File: config.mk
export PLATFORM = sky130hd
export DESIGN_NAME = mem_arbiter_flat
export DESIGN_NICKNAME = d
export VERILOG_FILES = /design/src/rtl/mem_arbiter_pkg.sv /design/src/rtl/mem_arbiter_if.sv /design/src/rtl/mem_arbiter.sv /design/src/flat_wrapper.sv
export SDC_FILE = /design/constraint.sdc
export NUM_CORES = 1
export LEC_CHECK = 0
export BUFFER_PORTS_ARGS = -buffer_cell sky130_fd_sc_hd__buf_4
export CORE_AREA = 2 2 102 104
export DETAILED_ROUTE_END_ITERATION = 6
export DIE_AREA = 0 0 104 106
export REMOVE_ABC_BUFFERS = 1
export SLEW_MARGIN = 30
export SYNTH_ARGS = -nofsm -noshare
export SYNTH_HDL_FRONTEND = slang
export SYNTH_SLANG_ARGS = --single-unit
File: constraint.sdc
create_clock -name clk -period 4.3 [get_ports clk]
set_input_delay 0.645 -clock clk [delete_from_list [all_inputs] [get_ports clk]]
set_output_delay 0.645 -clock clk [all_outputs]
set_load 0.03 [all_outputs]
File: src/rtl/mem_arbiter_pkg.sv
// Shared types and constants for the CPU fetch/data RAM arbiter.
package mem_arb_pkg;

  // Width of the fetch starvation counter.
  localparam int STARVE_W = 4;

  // Records which port owns the RAM read data returning next cycle.
  typedef enum logic [1:0] {
    RESP_NONE = 2'd0,
    RESP_INST = 2'd1,
    RESP_DATA = 2'd2
  } resp_src_e;

  // Starvation counter update: count up to lim while fetch loses, otherwise clear.
  function automatic logic [STARVE_W-1:0] starve_next(
    input logic [STARVE_W-1:0] cnt,
    input logic [STARVE_W-1:0] lim,
    input logic                lost
  );
    if (!lost)     return '0;
    if (cnt >= lim) return lim;
    return cnt + STARVE_W'(1);
  endfunction

endpackage

File: src/rtl/mem_arbiter_if.sv
// CPU-side (fetch + data) and RAM-side signals of the arbiter.
// slave: the arbiter's view. master: the CPU/RAM environment's view.
interface mem_arbiter_if #(
  parameter int ADDR_W = 22
);
  // fetch port
  logic              i_req;
  logic [31:0]       i_addr;
  logic              i_gnt;
  logic              i_rvalid;
  logic [31:0]       i_rdata;
  // data port
  logic              d_req;
  logic [3:0]        d_we;
  logic [31:0]       d_addr;
  logic [31:0]       d_wdata;
  logic              d_gnt;
  logic              d_rvalid;
  logic [31:0]       d_rdata;
  // RAM port
  logic [ADDR_W-1:0] m_addr;
  logic [3:0]        m_wen;
  logic [31:0]       m_wdata;
  logic [31:0]       m_rdata;

  modport slave (
    input  i_req, i_addr, d_req, d_we, d_addr, d_wdata, m_rdata,
    output i_gnt, i_rvalid, i_rdata, d_gnt, d_rvalid, d_rdata,
           m_addr, m_wen, m_wdata
  );

  modport master (
    output i_req, i_addr, d_req, d_we, d_addr, d_wdata, m_rdata,
    input  i_gnt, i_rvalid, i_rdata, d_gnt, d_rvalid, d_rdata,
           m_addr, m_wen, m_wdata
  );
endinterface

File: src/rtl/mem_arbiter.sv
// Shares one single-port synchronous-read RAM between the CPU fetch and data
// ports. Data has fixed priority; a saturating loss counter forces a fetch
// grant once fetch has lost STARVE_LIMIT times in a row. Read data is steered
// back to whichever port was granted in the previous cycle.
module mem_arbiter
  import mem_arb_pkg::*;
#(
  parameter int ADDR_W       = 22,
  parameter int STARVE_LIMIT = 4
) (
  input  logic         clk,
  input  logic         rst,
  mem_arbiter_if.slave bus
);

  localparam logic [STARVE_W-1:0] LIMIT = STARVE_W'(STARVE_LIMIT);

  logic [STARVE_W-1:0] starve_cnt;
  logic [STARVE_W-1:0] starve_cnt_d;
  resp_src_e           resp_src;
  resp_src_e           resp_src_d;
  logic [ADDR_W-1:0]   addr_q;
  logic [ADDR_W-1:0]   addr_d;
  logic [3:0]          wen_d;
  logic                i_gnt;
  logic                d_gnt;
  logic                fetch_starved;

  // Address bits outside the word index are deliberately dropped (wrap).
  logic unused_addr_bits;
  assign unused_addr_bits = ^{bus.i_addr[31:ADDR_W+2], bus.i_addr[1:0],
                              bus.d_addr[31:ADDR_W+2], bus.d_addr[1:0]};

  // Grant decision: data wins unless fetch has been starved to the limit.
  // Grants are gated by reset so nothing reaches the RAM while rst is high.
  always_comb begin
    i_gnt         = 1'b0;
    d_gnt         = 1'b0;
    fetch_starved = (starve_cnt == LIMIT);
    if (!rst) begin
      if (bus.d_req && !(bus.i_req && fetch_starved)) d_gnt = 1'b1;
      else if (bus.i_req)                             i_gnt = 1'b1;
    end
  end

  // RAM command mux and next-state for the response owner and loss counter.
  always_comb begin
    addr_d       = addr_q;
    wen_d        = 4'b0000;
    resp_src_d   = RESP_NONE;
    starve_cnt_d = starve_next(starve_cnt, LIMIT, bus.i_req && d_gnt);
    if (d_gnt) begin
      addr_d = bus.d_addr[ADDR_W+1:2];
      wen_d  = bus.d_we;
      if (bus.d_we == 4'b0000) resp_src_d = RESP_DATA;
    end else if (i_gnt) begin
      addr_d     = bus.i_addr[ADDR_W+1:2];
      resp_src_d = RESP_INST;
    end
  end

  // State: loss counter, owner of next-cycle read data, last RAM address.
  // Reset drops any in-flight response; requesters re-issue.
  always_ff @(posedge clk or posedge rst) begin
    if (rst) begin
      starve_cnt <= '0;
      resp_src   <= RESP_NONE;
      addr_q     <= '0;
    end else begin
      starve_cnt <= starve_cnt_d;
      resp_src   <= resp_src_d;
      addr_q     <= addr_d;
    end
  end

  assign bus.i_gnt    = i_gnt;
  assign bus.d_gnt    = d_gnt;
  assign bus.m_addr   = addr_d;
  assign bus.m_wen    = wen_d;
  assign bus.m_wdata  = bus.d_wdata;
  assign bus.i_rvalid = (resp_src == RESP_INST);
  assign bus.d_rvalid = (resp_src == RESP_DATA);
  assign bus.i_rdata  = bus.m_rdata;
  assign bus.d_rdata  = bus.m_rdata;

endmodule

File: src/flat_wrapper.sv
// flat-port wrapper written by rule: the top's interface ports become plain ports
module mem_arbiter_flat import mem_arb_pkg::*;
#(
  parameter int ADDR_W       = 22,
  parameter int STARVE_LIMIT = 4
)
  (clk, rst, bus_i_req, bus_i_addr, bus_d_req, bus_d_we, bus_d_addr, bus_d_wdata, bus_m_rdata, bus_i_gnt, bus_i_rvalid, bus_i_rdata, bus_d_gnt, bus_d_rvalid, bus_d_rdata, bus_m_addr, bus_m_wen, bus_m_wdata);
  mem_arbiter_if #(.ADDR_W(ADDR_W)) bus_i ();
  input  logic clk;
  input  logic rst;
  input wire logic [$bits(bus_i.i_req)-1:0] bus_i_req;
  input wire logic [$bits(bus_i.i_addr)-1:0] bus_i_addr;
  input wire logic [$bits(bus_i.d_req)-1:0] bus_d_req;
  input wire logic [$bits(bus_i.d_we)-1:0] bus_d_we;
  input wire logic [$bits(bus_i.d_addr)-1:0] bus_d_addr;
  input wire logic [$bits(bus_i.d_wdata)-1:0] bus_d_wdata;
  input wire logic [$bits(bus_i.m_rdata)-1:0] bus_m_rdata;
  output wire logic [$bits(bus_i.i_gnt)-1:0] bus_i_gnt;
  output wire logic [$bits(bus_i.i_rvalid)-1:0] bus_i_rvalid;
  output wire logic [$bits(bus_i.i_rdata)-1:0] bus_i_rdata;
  output wire logic [$bits(bus_i.d_gnt)-1:0] bus_d_gnt;
  output wire logic [$bits(bus_i.d_rvalid)-1:0] bus_d_rvalid;
  output wire logic [$bits(bus_i.d_rdata)-1:0] bus_d_rdata;
  output wire logic [$bits(bus_i.m_addr)-1:0] bus_m_addr;
  output wire logic [$bits(bus_i.m_wen)-1:0] bus_m_wen;
  output wire logic [$bits(bus_i.m_wdata)-1:0] bus_m_wdata;
  assign bus_i.i_req = bus_i_req;
  assign bus_i.i_addr = bus_i_addr;
  assign bus_i.d_req = bus_d_req;
  assign bus_i.d_we = bus_d_we;
  assign bus_i.d_addr = bus_d_addr;
  assign bus_i.d_wdata = bus_d_wdata;
  assign bus_i.m_rdata = bus_m_rdata;
  assign bus_i_gnt = bus_i.i_gnt;
  assign bus_i_rvalid = bus_i.i_rvalid;
  assign bus_i_rdata = bus_i.i_rdata;
  assign bus_d_gnt = bus_i.d_gnt;
  assign bus_d_rvalid = bus_i.d_rvalid;
  assign bus_d_rdata = bus_i.d_rdata;
  assign bus_m_addr = bus_i.m_addr;
  assign bus_m_wen = bus_i.m_wen;
  assign bus_m_wdata = bus_i.m_wdata;
  mem_arbiter #(.ADDR_W(ADDR_W), .STARVE_LIMIT(STARVE_LIMIT)) u_core (.clk(clk), .rst(rst), .bus(bus_i));
endmodule
# ---- Word level (Yosys, flattened, before mapping)
# Index checks and enable logic that the tools add are counted.
dict set report word_totals {
  register_bits 28
  elab_cells 30
}
dict set report op_classes {
  add_sub_neg 1
  order_cmp 1
  n_eq_ne 3
  muxes 17
  reduce_logical 5
}
# cell n
set ops {}
lappend ops {{$mux W22} 2}
lappend ops {{$mux W4} 5}
lappend ops {{$mux W1} 8}
lappend ops {{$add A4 B1 Y4 const B} 1}
lappend ops {{$eq A4 B3 Y1 const B} 1}
lappend ops {{$ge A4 B3 Y1 const B} 1}
lappend ops {{$logic_not A4 Y1} 1}
lappend ops {{$mux W2} 2}
lappend ops {{$logic_and A1 B1 Y1} 3}
lappend ops {{$eq A2 B1 Y1 const B} 1}
lappend ops {{$eq A2 B2 Y1 const B} 1}
lappend ops {{$logic_not A1 Y1} 1}

# ---- Depth between registers and ports, before layout
dict set report logic_depth {
  ltp_word 11
  ltp_mapped 7
}

# ---- Least setup slack after synthesis
# No wires, ideal clock.
dict set report synth_path {
  path_kind {input to output}
  from {input port bus_d_req}
  to {output port bus_m_addr[12]}
  arrival_ns 2.151
  required_time_ns 3.655
  path_slack_ns 1.504
  stages 6
  cell_sequence {buf_2 > nor2b_1 > and2_4 > buf_6 > buf_6 > o31ai_1}
}
dict set report synth_between {
  word_cells_on_any_way 7
  cone_classes {6 x mux; 1 x reduce/logical}
}
# element line_no
set synth_lines {}
lappend synth_lines {{start, declared} flat_wrapper.sv:13} ;# input wire logic [$bits(bus_i.d_req)-1:0] bus_d_req;
lappend synth_lines {{$logic_and A1 B1 Y1} mem_arbiter.sv:41} ;# if (bus.d_req && !(bus.i_req && fetch_starved)) d_gnt = 1'b1;
lappend synth_lines {{$mux W1} mem_arbiter.sv:41}
lappend synth_lines {{$mux W1} mem_arbiter.sv:40} ;# if (!rst) begin
lappend synth_lines {{named net bus_d_gnt} flat_wrapper.sv:21} ;# output wire logic [$bits(bus_i.d_gnt)-1:0] bus_d_gnt;
lappend synth_lines {{$mux W22} mem_arbiter.sv:52} ;# if (d_gnt) begin
lappend synth_lines {{end, declared} flat_wrapper.sv:24} ;# output wire logic [$bits(bus_i.m_addr)-1:0] bus_m_addr;
# The timed path passes the listed nets, and every way through them passes these cells.

# ---- Worst setup path after layout
dict set report layout_path {
  from {register u_core.starve_cnt[0]}
  to {output port bus_m_addr[19]}
}
dict set report layout_between {
  elab_chain_len 8
  word_cells_on_any_way 10
  cone_classes {1 x eq/ne; 6 x mux; 3 x reduce/logical}
}
# element line_no
set layout_lines {}
lappend layout_lines {{start, declared} mem_arbiter.sv:18} ;# logic [STARVE_W-1:0] starve_cnt;
lappend layout_lines {{start signal, assigned} mem_arbiter.sv:70} ;# starve_cnt <= starve_cnt_d;
lappend layout_lines {{$eq A4 B3 Y1 (*)} mem_arbiter.sv:39} ;# fetch_starved = (starve_cnt == LIMIT);
lappend layout_lines {{$logic_and A1 B1 Y1 (*)} mem_arbiter.sv:41}
lappend layout_lines {{$logic_not A1 Y1 (*)} mem_arbiter.sv:41}
lappend layout_lines {{$logic_and A1 B1 Y1 (*)} mem_arbiter.sv:41}
lappend layout_lines {{$mux W1} mem_arbiter.sv:41}
lappend layout_lines {{$mux W1} mem_arbiter.sv:40}
lappend layout_lines {{$mux W22} mem_arbiter.sv:56} ;# end else if (i_gnt) begin
lappend layout_lines {{$mux W22 (*)} mem_arbiter.sv:52}
# Mark *: on every way between the ends. The rest lies on a longest branch, timed or not.

==> impl_metrics.json <==
{
  "status": "completed",
  "min_path_type": "flip-flop to flip-flop",
  "die_area_mm2": 0.0110,
  "worstSetupStartpoint": "u_core.starve_cnt[0]",
  "fillCellCount": 1131,
  "powerDensity_mw_per_mm2": 314,
  "cts_resized": 0,
  "start_util_pct": 22.6,
  "antenna_found_initial": 0,
  "die_h_um": 106,
  "ir_drop_mv": 0.141,
  "final_cell_mix": "buf_4, dfrtp_1, nor2_1, a211oi_1, nand3_1",
  "cts.path.max_buffers": 2,
  "layout_setup_ws_ns": 1.16,
  "crit_path_end": "bus_m_addr[19]",
  "drc_errors": 0,
  "crit_type": "flip-flop to primary output",
  "layout.nets": 373,
  "fmax_mhz": 318,
  "coreArea_mm2": 0.0100,
  "cp_max_fo": 28,
  "tritoncts": "done",
  "ctsHoldBuffers": 0,
  "synth_seq_cells": 28,
  "r2r.worst_path.cells": 5,
  "clock-sinks": 28,
  "rows": 37,
  "yosys_warnings": 0,
  "numCtsBuffers": 3,
  "power.share.combinational_pct": 33.8,
  "switching_share_pct": 34.5,
  "place_congestion": 0.839,
  "synth.distinct_cells": 24,
  "power.share.sequential_pct": 41.9,
  "finalClockSkew_ns": 0.00449,
  "die_width_um": 104,
  "pre_cts_slack_ns": 1.20,
  "rsz0062_at_grt": "false",
  "h-tree-depth": 1,
  "grt_pass1_wl_um": 17800,
  "synth_cells": 261,
  "maxSlewViolCount": 0,
  "clock_latency_ns": 0.28,
  "cp-end-kind": "primary output",
  "grt-ovfl-total": 0,
  "path_clk_slew_ns": 0.11,
  "drt-initial-drc-count": 91,
  "power.switching_mw": 0.248,
  "grt_max_degree": 29,
  "wire_per_inst_um": 38.0,
  "ff_latch_area_um2": 701,
  "synthesis.area_mm2": 0.00226,
  "grtUsageTotal_pct": 24.7,
  "multiInputGateArea_um2": 723,
  "dp_hpwl_um": 12200,
  "r2r_start": "u_core.starve_cnt[0]",
  "finalCriticalPeriod_ns": 3.14,
  "timing.final.crit_share_pct": 73.0,
  "final_common_cell": "buf_4",
  "ys_seq_area_share_pct": 31.0,
  "ant_nets": 0,
  "io_pins": 262,
  "drive_gt1_share_pct": 39.7,
  "port_buffers": 81,
  "num_vias": 1819,
  "num_antenna_cells": 0,
  "post_cts_buffers": 0,
  "synthToLayoutAreaGrowth_pct": 1.77,
  "hold_viol": 0,
  "power_mw": 0.721,
  "p_int_mw": 0.472,
  "vias_per_cell": 4.92,
  "synth.avg_cell_area_um2": 8.65,
  "cap_violations": 0,
  "tightest_slew_ns": 0.860,
  "power.leakage_nw": 1.03,
  "root_buffer": "clkbuf_8",
  "finalSetupViolCount": 0,
  "slew_headroom_pct": 42.7,
  "reg2reg_setup_slack_ns": 2.20,
  "setup_tns_ns": 0,
  "drt-pass1-iter-count": 4,
  "start_kind": "flip-flop",
  "grt_pass1_vias": 1782,
  "r2r-end": "u_core.addr_q[3]",
  "cp_data_required_time_ns": 3.65,
  "wirelength_um": 14100,
  "worstPathArrival_ns": 2.50,
  "pwr-share-clk_pct": 24.3
}
[synthesized netlist by cell type]
master / count / area share (%)
nand2_1: 1 / 0.17
inv_1: 4 / 0.66
ha_1: 2 / 1.1
buf_6: 3 / 1.5
and3_1: 5 / 1.4
and2b_1: 1 / 0.33
nor4_1: 3 / 0.83
conb_1: 1 / 0.17
nor2b_1: 3 / 0.83
nand2b_1: 2 / 0.55
clkbuf_1: 10 / 1.7
buf_4: 97 / 32
dfrtp_1: 28 / 31
buf_2: 5 / 1.1
nand3b_1: 1 / 0.33
nand4b_4: 1 / 1.1
a211oi_1: 22 / 7.3
o31ai_2: 1 / 0.55
and2_4: 1 / 0.39
o211a_1: 1 / 0.44
a21oi_1: 3 / 0.66
nor2_1: 23 / 3.8
nand3_1: 22 / 4.9
o31ai_1: 21 / 7.0
[registers in the layout, indices dropped and copies added, names as in the netlist]
| name | flops |
|---|---|
| u_core.addr_q | 22 |
| u_core.starve_cnt | 4 |
| u_core.resp_src | 2 |
[routing by layer]
| layer | vias to the layer above | track usage, % | wire (µm) |
|---|---|---|---|
| met5 | - | 0.952 | 0 |
| met4 | 0 | 9.36 | 617 |
| met3 | 27 | 27.5 | 3320 |
| met2 | 242 | 43.5 | 7050 |
| met1 | 804 | 15.8 | 3070 |
| li1 | 746 | - | - |
[through the flow]
stage               instances  hold slack, ns  cell area (µm²)  utilization [%]
global route              370           0.495             2300             23.0
CTS                       370           0.474             2300             23.0
finish                    370           0.473             2300             23.0
global placement          365           0.454             2230             22.3
detailed placement        366           0.458             2240             22.4
floorplan                 146           0.438             1430                -
[power groups by stage]
stage / Clock, mW / Combinational (mW) / Sequential [mW]
5_1_grt: 0.193 / 0.261 / 0.305
3_5_place_dp: 0 / 0.245 / 0.307
6_report: 0.175 / 0.244 / 0.302
2_1_floorplan: 0 / 0.132 / 0.305
3_3_place_gp: 0 / 0.242 / 0.306
4_1_cts: 0.184 / 0.246 / 0.302
[critical path, stage by stage (launching register included)]
cell and delay [ns]:
dfrtp_1 0.41, inv_1 0.06, ha_1 0.23, nand4b_4 0.42
and2_4 0.45, o31ai_1 0.39, buf_4 0.23
[logic make-up after synthesis]
family / after synthesis / synth area share, %
compound gates: 48 / 16.0
fa+ha+maj: 2 / 1.11
buf+inv: 119 / 37.2
flops: 28 / 31.0
other cells: 1 / 0.166
simple gates: 63 / 14.6
[how the worst min path moves through the flow]
| stage | cells past startpoint | endpoint | from |
|---|---|---|---|
| after floorplan | 1 | u_core.starve_cnt[0] | u_core.starve_cnt[0] |
| after global placement | 1 | u_core.starve_cnt[0] | u_core.starve_cnt[0] |
| after detailed placement | 1 | u_core.starve_cnt[0] | u_core.starve_cnt[0] |
| after CTS | 1 | u_core.starve_cnt[0] | u_core.starve_cnt[0] |
| after global routing | 1 | u_core.starve_cnt[0] | u_core.starve_cnt[0] |
| final | 1 | u_core.starve_cnt[0] | u_core.starve_cnt[0] |
[cell type report]
class                      count  area share, %
timing repair buffer          84           27.6
inverter                       4          0.653
clock buffer                   4           2.40
tap                          136           7.40
multi-input combinational    114           31.5
sequential                    28           30.5
No activity file was read; power rests on OpenSTA's default activity.
